<file path="src/rtl/button_conditioner.sv">
// Front-end conditioner for the reaction-time game buttons.
// Each active-low channel is synchronized, debounced and edge-detected.
// A first-press arbiter then records which channel pressed first while ARM is high.
//
// Arbiter states:
//   state    | meaning
//   IDLE     | ARM low, capture window closed, FIRST_VALID=0
//   ARMED    | ARM high, waiting for the first new press
//   CAPTURED | winner latched in FIRST_ID/MULTI, later presses ignored
module button_conditioner #(
  parameter int N_BTN           = 3,
  parameter int DEBOUNCE_CYCLES = 16,
  parameter int CNT_W           = 5,
  parameter int ID_W            = 2
) (
  input  logic             CLK,
  input  logic             RESET,
  input  logic [N_BTN-1:0] BTN_RAW,
  input  logic             ARM,
  output logic [N_BTN-1:0] BTN_CLEAN,
  output logic [N_BTN-1:0] PRESS,
  output logic [N_BTN-1:0] RELEASE,
  output logic             FIRST_VALID,
  output logic [ID_W-1:0]  FIRST_ID,
  output logic             MULTI
);

  localparam logic [CNT_W-1:0] CNT_MAX = CNT_W'(DEBOUNCE_CYCLES - 1);

  typedef enum logic [1:0] {
    IDLE     = 2'd0,
    ARMED    = 2'd1,
    CAPTURED = 2'd2
  } arb_state_t;

  logic [N_BTN-1:0] sync_1;
  logic [N_BTN-1:0] sync_2;
  logic [N_BTN-1:0] clean_q;
  logic [N_BTN-1:0] press_q;
  logic [N_BTN-1:0] release_q;
  logic [CNT_W-1:0] cnt_q [N_BTN];

  arb_state_t       state_q;
  arb_state_t       state_d;
  logic             capture;
  logic [ID_W-1:0]  cap_id;
  logic             cap_multi;
  logic [ID_W-1:0]  first_id_q;
  logic             multi_q;

  // Two-flop synchronizer; idle level of the pins is released (1).
  always_ff @(posedge CLK or negedge RESET) begin
    if (!RESET) begin
      sync_1 <= '1;
      sync_2 <= '1;
    end else begin
      sync_1 <= BTN_RAW;
      sync_2 <= sync_1;
    end
  end

  // Per-channel debounce counter; the level is accepted after a full run of differing samples.
  always_ff @(posedge CLK or negedge RESET) begin
    if (!RESET) begin
      clean_q   <= '1;
      press_q   <= '0;
      release_q <= '0;
      for (int i = 0; i < N_BTN; i++) cnt_q[i] <= '0;
    end else begin
      press_q   <= '0;
      release_q <= '0;
      for (int i = 0; i < N_BTN; i++) begin
        if (sync_2[i] == clean_q[i]) begin
          cnt_q[i] <= '0;
        end else if (cnt_q[i] == CNT_MAX) begin
          clean_q[i]   <= sync_2[i];
          cnt_q[i]     <= '0;
          press_q[i]   <= ~sync_2[i];
          release_q[i] <= sync_2[i];
        end else begin
          cnt_q[i] <= cnt_q[i] + CNT_W'(1);
        end
      end
    end
  end

  // Arbiter state register.
  always_ff @(posedge CLK or negedge RESET) begin
    if (!RESET) state_q <= IDLE;
    else        state_q <= state_d;
  end

  // Next state and capture decision; the lowest pressed index wins ties.
  always_comb begin
    state_d   = state_q;
    capture   = 1'b0;
    cap_id    = '0;
    cap_multi = (press_q & (press_q - N_BTN'(1))) != '0;
    for (int i = N_BTN - 1; i >= 0; i--) begin
      if (press_q[i]) cap_id = ID_W'(i);
    end
    if (!ARM) begin
      state_d = IDLE;
    end else begin
      case (state_q)
        IDLE:     state_d = ARMED;
        ARMED: begin
          if (press_q != '0) begin
            state_d = CAPTURED;
            capture = 1'b1;
          end
        end
        CAPTURED: state_d = CAPTURED;
        default:  state_d = IDLE;
      endcase
    end
  end

  // Winner registers; FIRST_ID is left stale when the window closes.
  always_ff @(posedge CLK or negedge RESET) begin
    if (!RESET) begin
      first_id_q <= '0;
      multi_q    <= 1'b0;
    end else if (!ARM) begin
      multi_q <= 1'b0;
    end else if (capture) begin
      first_id_q <= cap_id;
      multi_q    <= cap_multi;
    end
  end

  assign BTN_CLEAN   = clean_q;
  assign PRESS       = press_q;
  assign RELEASE     = release_q;
  assign FIRST_VALID = (state_q == CAPTURED);
  assign FIRST_ID    = first_id_q;
  assign MULTI       = multi_q;

endmodule

</file>
<file path="config.mk">
export PLATFORM = sky130hd
export DESIGN_NAME = button_conditioner
export DESIGN_NICKNAME = d
export VERILOG_FILES = /design/src/rtl/button_conditioner.sv
export SDC_FILE = /design/constraint.sdc
export NUM_CORES = 1
export LEC_CHECK = 0
export BUFFER_PORTS_ARGS = -buffer_cell sky130_fd_sc_hd__buf_4
export CAP_MARGIN = 30
export CORE_ASPECT_RATIO = 1.4
export CORE_MARGIN = 2
export CORE_UTILIZATION = 50
export CTS_CLUSTER_SIZE = 25
export DETAILED_ROUTE_END_ITERATION = 7
export GPL_TIMING_DRIVEN = 0
export MAX_ROUTING_LAYER = met4
export PLACE_DENSITY = 0.71
export SYNTH_ARGS = -nofsm -noshare
export SYNTH_HDL_FRONTEND = slang
export SYNTH_SLANG_ARGS = --single-unit
</file>
<file path="constraint.sdc">
create_clock -name CLK -period 1.7 [get_ports CLK]
set_input_delay 0 -clock CLK [delete_from_list [all_inputs] [get_ports CLK]]
set_output_delay 0 -clock CLK [all_outputs]
set_load 0.005 [all_outputs]
</file>
# After elaboration in Yosys (flattened, before gate mapping)
# Cells that the tools add are included.
word_totals:
  register_bits: 35
  inputBits: 6
  elab_cells: 70
op_classes:
  add_sub_neg: 4
  n_eq_ne: 10
  n_mux: 29
  bitwise: 7
  reduce_logical: 7
op_table:
  columns: ["op", "count"]
  rows:
  - ["$mux 5", 6]
  - ["$mux 1", 17]
  - ["$add 5x1->5 const B", 3]
  - ["$eq 5x4->1 const B", 3]
  - ["$mux 2", 5]
  - ["$reduce_and 2->1", 4]
  - ["$not 1->1", 6]
  - ["$pmux 2 s3", 1]
  - ["$reduce_bool 3->1", 2]
  - ["$and 3x3->3", 1]
  - ["$eq 1x1->1", 3]
  - ["$ne 3x3->1 const B", 1]
  - ["$sub 3x1->3 const B", 1]
  - ["$eq 2x1->1 const B", 1]
  - ["$eq 2x2->1 const B", 1]
  - ["$logic_not 2->1", 1]
  - ["$ne 2x1->1 const B", 1]

# Logic depth before layout (Yosys ltp)
# Gate-level depths: netlist (run 1).
depth:
  depth_word: 6
  depth_mapped: 5

# Least setup slack after synthesis (run 1)
# No wires, ideal clock.
synth_timing:
  path_type: "reg2reg"
  start: "reg cnt_q[0] in the netlist's numbering"
  end: "reg clean_q[2] (netlist: BTN_CLEAN[2])"
  setup_ns: 0.082
  arrival_ns: 1.033
  required_time_ns: 1.618
  slack_ns: 0.584
  path_stages_with_launch: 4
  synth_period_minus_slack_ns: 1.116
  path_cell_list: "dfrtp_1 > ha_1 > nand4b_4 > mux2_4"
synth_via:
  elab_chain_len: 2
synth_rtl:
  columns: ["item", "line_no", "source"]
  rows:
  - ["start, declared", "41", "logic [CNT_W-1:0] cnt_q [N_BTN];"]
  - ["start signal, assigned by index", "81", "cnt_q[i] <= cnt_q[i] + CNT_W'(1);"]
  - ["$eq 5x4->1", "75", "end else if (cnt_q[i] == CNT_MAX) begin"]
  - ["$reduce_and 2->1 (no line)", null, null]
  - ["end signal, assigned by index", "76", "clean_q[i] <= sync_2[i];"]
  - ["end, declared", "38", "logic [N_BTN-1:0] clean_q;"]
# Every way passes these cells.
# A chain may end at the register's enable or synchronous reset.

# Worst setup path in the final report (run 1)
layout_timing:
  start: "reg state_q[1]"
  end: "reg state_q[0]"
layout_via:
  elab_chain_len: 3
  word_cells_on_any_way: 6
layout_rtl:
  columns: ["item", "line_no", "source"]
  rows:
  - ["start, declared", "43", "arb_state_t state_q;"]
  - ["start signal, assigned", "90", "else state_q <= state_d;"]
  - ["$eq 2x2->1, or another cell as far along", "105", "case (state_q)"]
  - ["$pmux 2 s3", "105", null]
  - ["$mux 2", "102", "if (!ARM) begin"]
# Parallel ways exist; a longest one is shown, timed or not.

==> results.toml, run 1 <==
[power]
p_clk_share_pct = 36.7
p_leak_nw = 0.930
p_per_area_nw_per_um2 = 995
vdd_ir_drop_max_uv = 683
seqPwrFrac_pct = 52.4
pwr-share-comb_pct = 10.9
p_int_mw = 1.35
power.switching_mw = 0.408
swShare_pct = 23.3

[floorplan]
die_area_um2 = 3320
rows = 23
io_pins = 19
die_w_um = 49.2
start_util_pct = 51.3
die_h_um = 67.3
core_um2 = 2790

[clock_network]
cts_resized = 0
path_clk_slew_ps = 60
hold_buffers = 5
cts_tree = "yes"
htree_levels = 2
clock_sinks = 35
cts_made_buffers = 5
post_cts_buffers = 0
clockRootBuffer = "clkbuf_8"
clock_latency_ps = 280
clk_path_buf_depth = 2

[global_routing]
busiest_layer = "met2"
grtUsageMet3_pct = 5.97
met2_usage_pct = 29.6
antenna_found_initial = 0
grt_max_degree = 36
grt_util_all_layers_pct = 17.8
grt_pass1_wl_um = 4090
grt_use_met1_pct = 18.0
first_global_vias = 963
grt_overflow = 0

[placed_design]
hpwlAfterDp_um = 1560
gp_congestion = 0.673
place_inst = 163
placed_area_um2 = 1610
port-buffer-count = 18

[layout]
diodes = 0
fin_area_um2 = 1760
area_growth_pct = 23.1
finish.utilization_pct = 63.2
drive_gt1_share_pct = 30.2
n_fill_cell = 230
fin_cells = 176
fin_nets = 150

[detailed_routing]
drtIter0Drc = 17
vias = 903
viasPerCell = 5.13
antenna_left = 0
drt_pass1_iterations = 4
drc = 0
drt_wl_total_um = 2250
wire_per_inst_um = 12.8

[logic_synthesis]
synth_top_area_share_pct = 45.4
synth_area_um2 = 1430
yosysSeqAreaShare_pct = 61.9
ys_types = 22
ys_top_cells_by_area = "dfrtp_1 45%, dfstp_2 17%, xor2_1 5.5%"
yosysWarnings = 0
ys_ff_latch = 35
synth_fp_nets = 120
synth_cells = 108
avgSynthCellArea_um2 = 13.3
yosysTopAreaCell = "dfrtp_1"

[sta]
setup_tns_ps = 0
slew_headroom_pct = 72.6
fin_crit_ps = 1210
timing.hold.ws_ps = 193
fin_crit_sh_pct = 71.3
finalHoldViolations = 0
worstMarginPinSlew_ps = 412
final-setup-viol-count = 0
finalClockSkew_ps = 3.07
fmax_mhz = 825
rsz0062_at_grt = "no"
finalMaxSlewViolations = 0

[critical_path]
path_max_fanout = 4
critical_path_class = "register to register"
cp-start-kind = "register"
critPathCaptureType = "register"
critPathRequiredTime_ps = 1860
worstPathArrival_ps = 1370

[worst_hold_path]
hold_path_class = "input pin to async pin"

[status]
status = "finished clean"

[run]
drv_cap = 0
## sequential cells by signal, summed over array words and instances, names as in the netlist
| name | count |
|---|---|
| sync_2 | 3 |
| MULTI | 1 |
| cnt_q | 15 |
| RELEASE | 3 |
| FIRST_ID | 2 |
| state_q | 2 |
| sync_1 | 3 |
| BTN_CLEAN | 3 |
| PRESS | 3 |
## Yosys cell counts
cell type  number
nor4b_4         1
nand4b_2        2
dfrtp_1        26
o21ai_0         4
nand2_1        10
ha_1            6
mux2_4          3
a31oi_1         3
nand3_1         6
nor3b_1         6
and2_1          5
xor2_1          9
dfstp_2         9
a32oi_1         1
a21oi_1         1
nand4b_4        1
o21a_1          1
and3_2          1
inv_1           3
o31ai_1         1
o22a_1          1
nor2_1          8
## final timing paths
path / from / endpoint / slack [ps] / cells past startpoint
min in group CLK: sync_1[2] / sync_2[2] / 350 / 0
min: RESET / RELEASE[2] / 190 / 2
max in group asynchronous: RESET / sync_1[0] / 1180 / 2
max reg2reg: state_q[1] / state_q[0] / 490 / 4
max: state_q[1] / state_q[0] / 490 / 4
min reg2reg: sync_1[2] / sync_2[2] / 350 / 0
## metrics by stage
stage	total power [mW]	setup slack (ps)
floorplan	1.05	584
global placement	1.11	494
detailed placement	1.12	479
CTS	1.79	468
global route	1.85	342
finish	1.75	488
## power by group through the flow
stage	sequential, mW	clock, mW	combinational, mW
after floorplan	0.926	0	0.126
after global placement	0.930	0	0.179
after detailed placement	0.934	0	0.187
after CTS	0.920	0.669	0.197
after global routing	0.927	0.698	0.225
final	0.919	0.644	0.191
## cell type report
class | count | area [um2] | area share (%)
Clock buffer | 8 | 100 | 5.67
Tap cell | 37 | 46.3 | 2.62
Timing Repair Buffer | 23 | 185 | 10.5
Inverter | 3 | 11.3 | 0.638
Sequential cell | 35 | 887 | 50.3
Multi-Input combinational cell | 70 | 534 | 30.3
## per-layer routing
metal / vias to the layer above / part of all wire [%]
li1: 433 / -
met1: 439 / 40
met2: 25 / 52
met3: 6 / 5.7
met4: 0 / 2.6
met5: - / 0
## kinds of logic (layout without fill, tap and decap cells)
group | after synthesis | after routing | synth area share [%]
AO/OA/AOI/OAI | 12 | 12 | 5.33
XOR/XNOR | 9 | 9 | 5.50
adder cells (fa/ha/maj) | 6 | 6 | 5.24
buffers and inverters | 3 | 34 | 0.786
flip-flops | 35 | 35 | 61.9
multiplexers | 3 | 3 | 3.14
AND/OR/NAND/NOR | 40 | 40 | 18.1
## layout by cell type (no fill, tap or decap)
cell type	n
a21oi_1	1
xor2_1	9
o31ai_1	1
ha_1	6
nor3b_1	6
nor4b_4	1
o21a_1	1
o21ai_0	4
nand4b_4	1
nor2_1	8
nand3_1	6
o22a_1	1
nand4b_2	2
and2_1	5
dlygate4sd3_1	5
inv_1	3
nand2_1	10
clkbuf_8	7
and3_2	1
a32oi_1	1
a31oi_1	3
dfstp_2	9
buf_4	18
clkbuf_1	1
dfrtp_1	26
mux2_4	3
## worst max-delay path, cell delays in order (launching register included)
cell and delay, ps:
dfrtp_1 390, inv_1 80, ha_1 200, nor4b_4 260, o21ai_0 140
Power figures use the tool's default switching activity.
==> inputs of run 2 (changes only) <==
--- a/config.mk
+++ b/config.mk
@@ -5,6 +5,7 @@
 export SDC_FILE = /design/constraint.sdc
 export NUM_CORES = 1
 export LEC_CHECK = 0
+export ABC_AREA = 1
 export BUFFER_PORTS_ARGS = -buffer_cell sky130_fd_sc_hd__buf_4
 export CAP_MARGIN = 30
 export CORE_ASPECT_RATIO = 1.4
@@ -14,7 +15,7 @@
 export DETAILED_ROUTE_END_ITERATION = 7
 export GPL_TIMING_DRIVEN = 0
 export MAX_ROUTING_LAYER = met4
-export PLACE_DENSITY = 0.71
+export PLACE_DENSITY = 0.73
 export SYNTH_ARGS = -nofsm -noshare
 export SYNTH_HDL_FRONTEND = slang
 export SYNTH_SLANG_ARGS = --single-unit
==> constraint.sdc (replaced) <==
create_clock -name CLK -period 1.1 [get_ports CLK]
set_input_delay 0 -clock CLK [delete_from_list [all_inputs] [get_ports CLK]]
set_output_delay 0 -clock CLK [all_outputs]
set_load 0.005 [all_outputs]
==> run 2 against run 1 <==
Against the previous run:
- combinational power grew to 3.3 times the previous value
- sequential share of layout area is 7.7 points lower
- via count is 30% higher
- register-to-register slack worse by 480 ps
- routed wire length is 40% higher
- global-route usage is 1.5 points higher
- maximum frequency is 11% higher
- area after synthesis is 1.6% higher
- highest routed layer unchanged
==> results.toml, run 2 <==
[status]
status = "finished clean"

[placed_design]
place_inst = 207
hpwlAfterDp_um = 1840
placed_area_um2 = 1640
gp_congestion = 0.727
port-buffer-count = 18

[logic_synthesis]
synth_fp_nets = 164
synth-edff-count = 0
async_flop_share_pct = 100
ys_top_cells_by_area = "dfrtp_1 45%, dfstp_2 16%, nand2_1 8.3%"
synth_top_area_share_pct = 44.7
synth_area_um2 = 1460
synth_cells = 152
avgSynthCellArea_um2 = 9.57
yosysWarnings = 0
ys_ff_latch = 35
ys_types = 14
synth_common_cells = "32 x nand2_1, 26 x dfrtp_1, 22 x inv_1"
synth_ff_type = "dfrtp_1"
yosysTopAreaCell = "dfrtp_1"
synth.most_common_cell = "nand2_1"
yosysSeqAreaShare_pct = 61.0

[critical_path]
critPathRequiredTime_ps = 1310
cp-start-kind = "register"
critPathCaptureType = "register"
path_max_fanout = 3
worstPathArrival_ps = 1310
critical_path_class = "register to register"

[global_routing]
grt_overflow = 0
grt_util_all_layers_pct = 19.4
grt_max_degree = 36
antenna_found_initial = 0
first_global_vias = 1162
grt_pass1_wl_um = 4630

[power]
pwr-share-comb_pct = 21.1
swShare_pct = 27.8
p_leak_nw = 1.01
power.switching_mw = 0.819
vdd_ir_drop_max_uv = 1120
p_per_area_nw_per_um2 = 1420
seqPwrFrac_pct = 48.9
p_int_mw = 2.13
p_clk_share_pct = 30.0

[detailed_routing]
drt_wl_total_um = 3140
wire_per_inst_um = 13.3
vias = 1170
antenna_left = 0
drtIter0Drc = 12
drt_pass1_iterations = 4
viasPerCell = 4.96
drc = 0

[sta]
finalMaxSlewViolations = 0
final-setup-viol-count = 0
finalHoldViolations = 0
fin_crit_ps = 1100
rsz0062_at_grt = "yes"
finalClockSkew_ps = 7.27
slew_headroom_pct = 71.3
fmax_mhz = 912
worstMarginPinSlew_ps = 431
fin_crit_sh_pct = 99.7

[layout]
drive_gt1_share_pct = 44.2
n_fill_cell = 208
layout_common_cells = "32 x buf_4, 26 x dfrtp_1, 21 x nand2_1"
fin_nets = 210
largest_register_ffs = 15
fin_cells = 236
diodes = 0
area_growth_pct = 43.0
final_common_cell = "buf_4"
fin_area_um2 = 2080
finish.utilization_pct = 73.8
regMostFlops = "cnt_q"

[clock_network]
clock_sinks = 35
cts_tree = "yes"
cts_made_buffers = 5
path_clk_slew_ps = 70
clock_latency_ps = 290
clockRootBuffer = "clkbuf_8"
clk_path_buf_depth = 2
htree_levels = 2

[floorplan]
start_util_pct = 51.6
die_w_um = 49.6
core_um2 = 2820
io_pins = 19
die_area_um2 = 3360
rows = 23
die_h_um = 67.8

[run]
drv_cap = 0

[worst_hold_path]
hold_path_class = "input pin to register"
## run 2: cell types whose count changed after synthesis, sizes merged, moves of 7 or more
| cell | before | now |
|---|---|---|
| nor3 | 0 | 9 |
| nand2 | 10 | 32 |
| nand3 | 6 | 13 |
| nor2 | 8 | 20 |
| inv | 3 | 23 |
## run 2: path summary, 6_finish.rpt
kind,start,to,slack (ps),cells after the start
worst max-delay path,cnt_q[11],RELEASE[0],4,5
worst min-delay path,ARM,state_q[0],40,3
worst max register to register,cnt_q[11],RELEASE[0],4,5
worst min register to register,sync_1[1],sync_2[1],360,0
max in group asynchronous,RESET,BTN_CLEAN[0],560,2
min in group asynchronous,RESET,state_q[1],190,2
## run 2: repair_timing
item                                   4_1_cts  5_1_grt
buffers inserted                             8        7
setup endpoints to repair                   14       21
gates resized for setup                      9       40
hold buffers                                 6        0
pin swaps                                    1       11
endpoints found under the hold margin       39        0
## run 2: worst max-delay path, cell delays in order, from the launching register on
cell and delay [ps]:
dfrtp_1 390, ha_4 170, nand3_4 90, nor2_4 130
nand2_1 100, nor2_1 140
## run 2: metal layers
metal | global-route usage (%) | part of all wire (%)
met1 | 17.5 | 35
met2 | 37.0 | 60
met3 | 6.11 | 4.0
met4 | 8.33 | 0.95
met5 | - | 0
## run 2: layout make-up
type	instances	area, um2	area share (%)
clock buffers	5	68.8	3.31
clock inverters	3	15.0	0.722
inverters	23	88.8	4.27
multi-input cells	94	663	31.9
flip-flops and latches	35	887	42.6
well taps	37	46.3	2.22
repair buffers	39	312	15.0
## run 2: kinds of logic (layout without fill, tap and decap cells)
| kind of cell | Yosys count | in the layout | share of synthesized area [%] |
|---|---|---|---|
| flip-flops | 35 | 35 | 61.0 |
| buffers and inverters | 23 | 70 | 5.93 |
| adder cells (fa/ha/maj) | 6 | 6 | 5.16 |
| AND/OR/NAND/NOR | 79 | 79 | 23.3 |
| XOR/XNOR | 6 | 6 | 3.61 |
| AO/OA/AOI/OAI | 3 | 3 | 1.03 |
## run 2: power by group through the flow
stage | clock network (mW) | registers [mW] | logic (mW)
6_report | 0.883 | 1.44 | 0.622
3_5_place_dp | 0 | 1.45 | 0.287
4_1_cts | 0.917 | 1.43 | 0.406
2_1_floorplan | 0 | 1.44 | 0.180
5_1_grt | 0.961 | 1.45 | 0.679
3_3_place_gp | 0 | 1.44 | 0.264
## run 2: metrics by stage
step	total power [mW]	worst slack (ps)	hold slack (ps)	TNS, ps
2_1_floorplan	1.62	8.70	-296	0
3_3_place_gp	1.71	-82.9	-36.7	-202
3_5_place_dp	1.74	-143	-32.5	-568
4_1_cts	2.76	-8.18	4.48	-8.18
5_1_grt	3.09	-43.8	25.2	-286
6_report	2.95	3.82	36.2	0
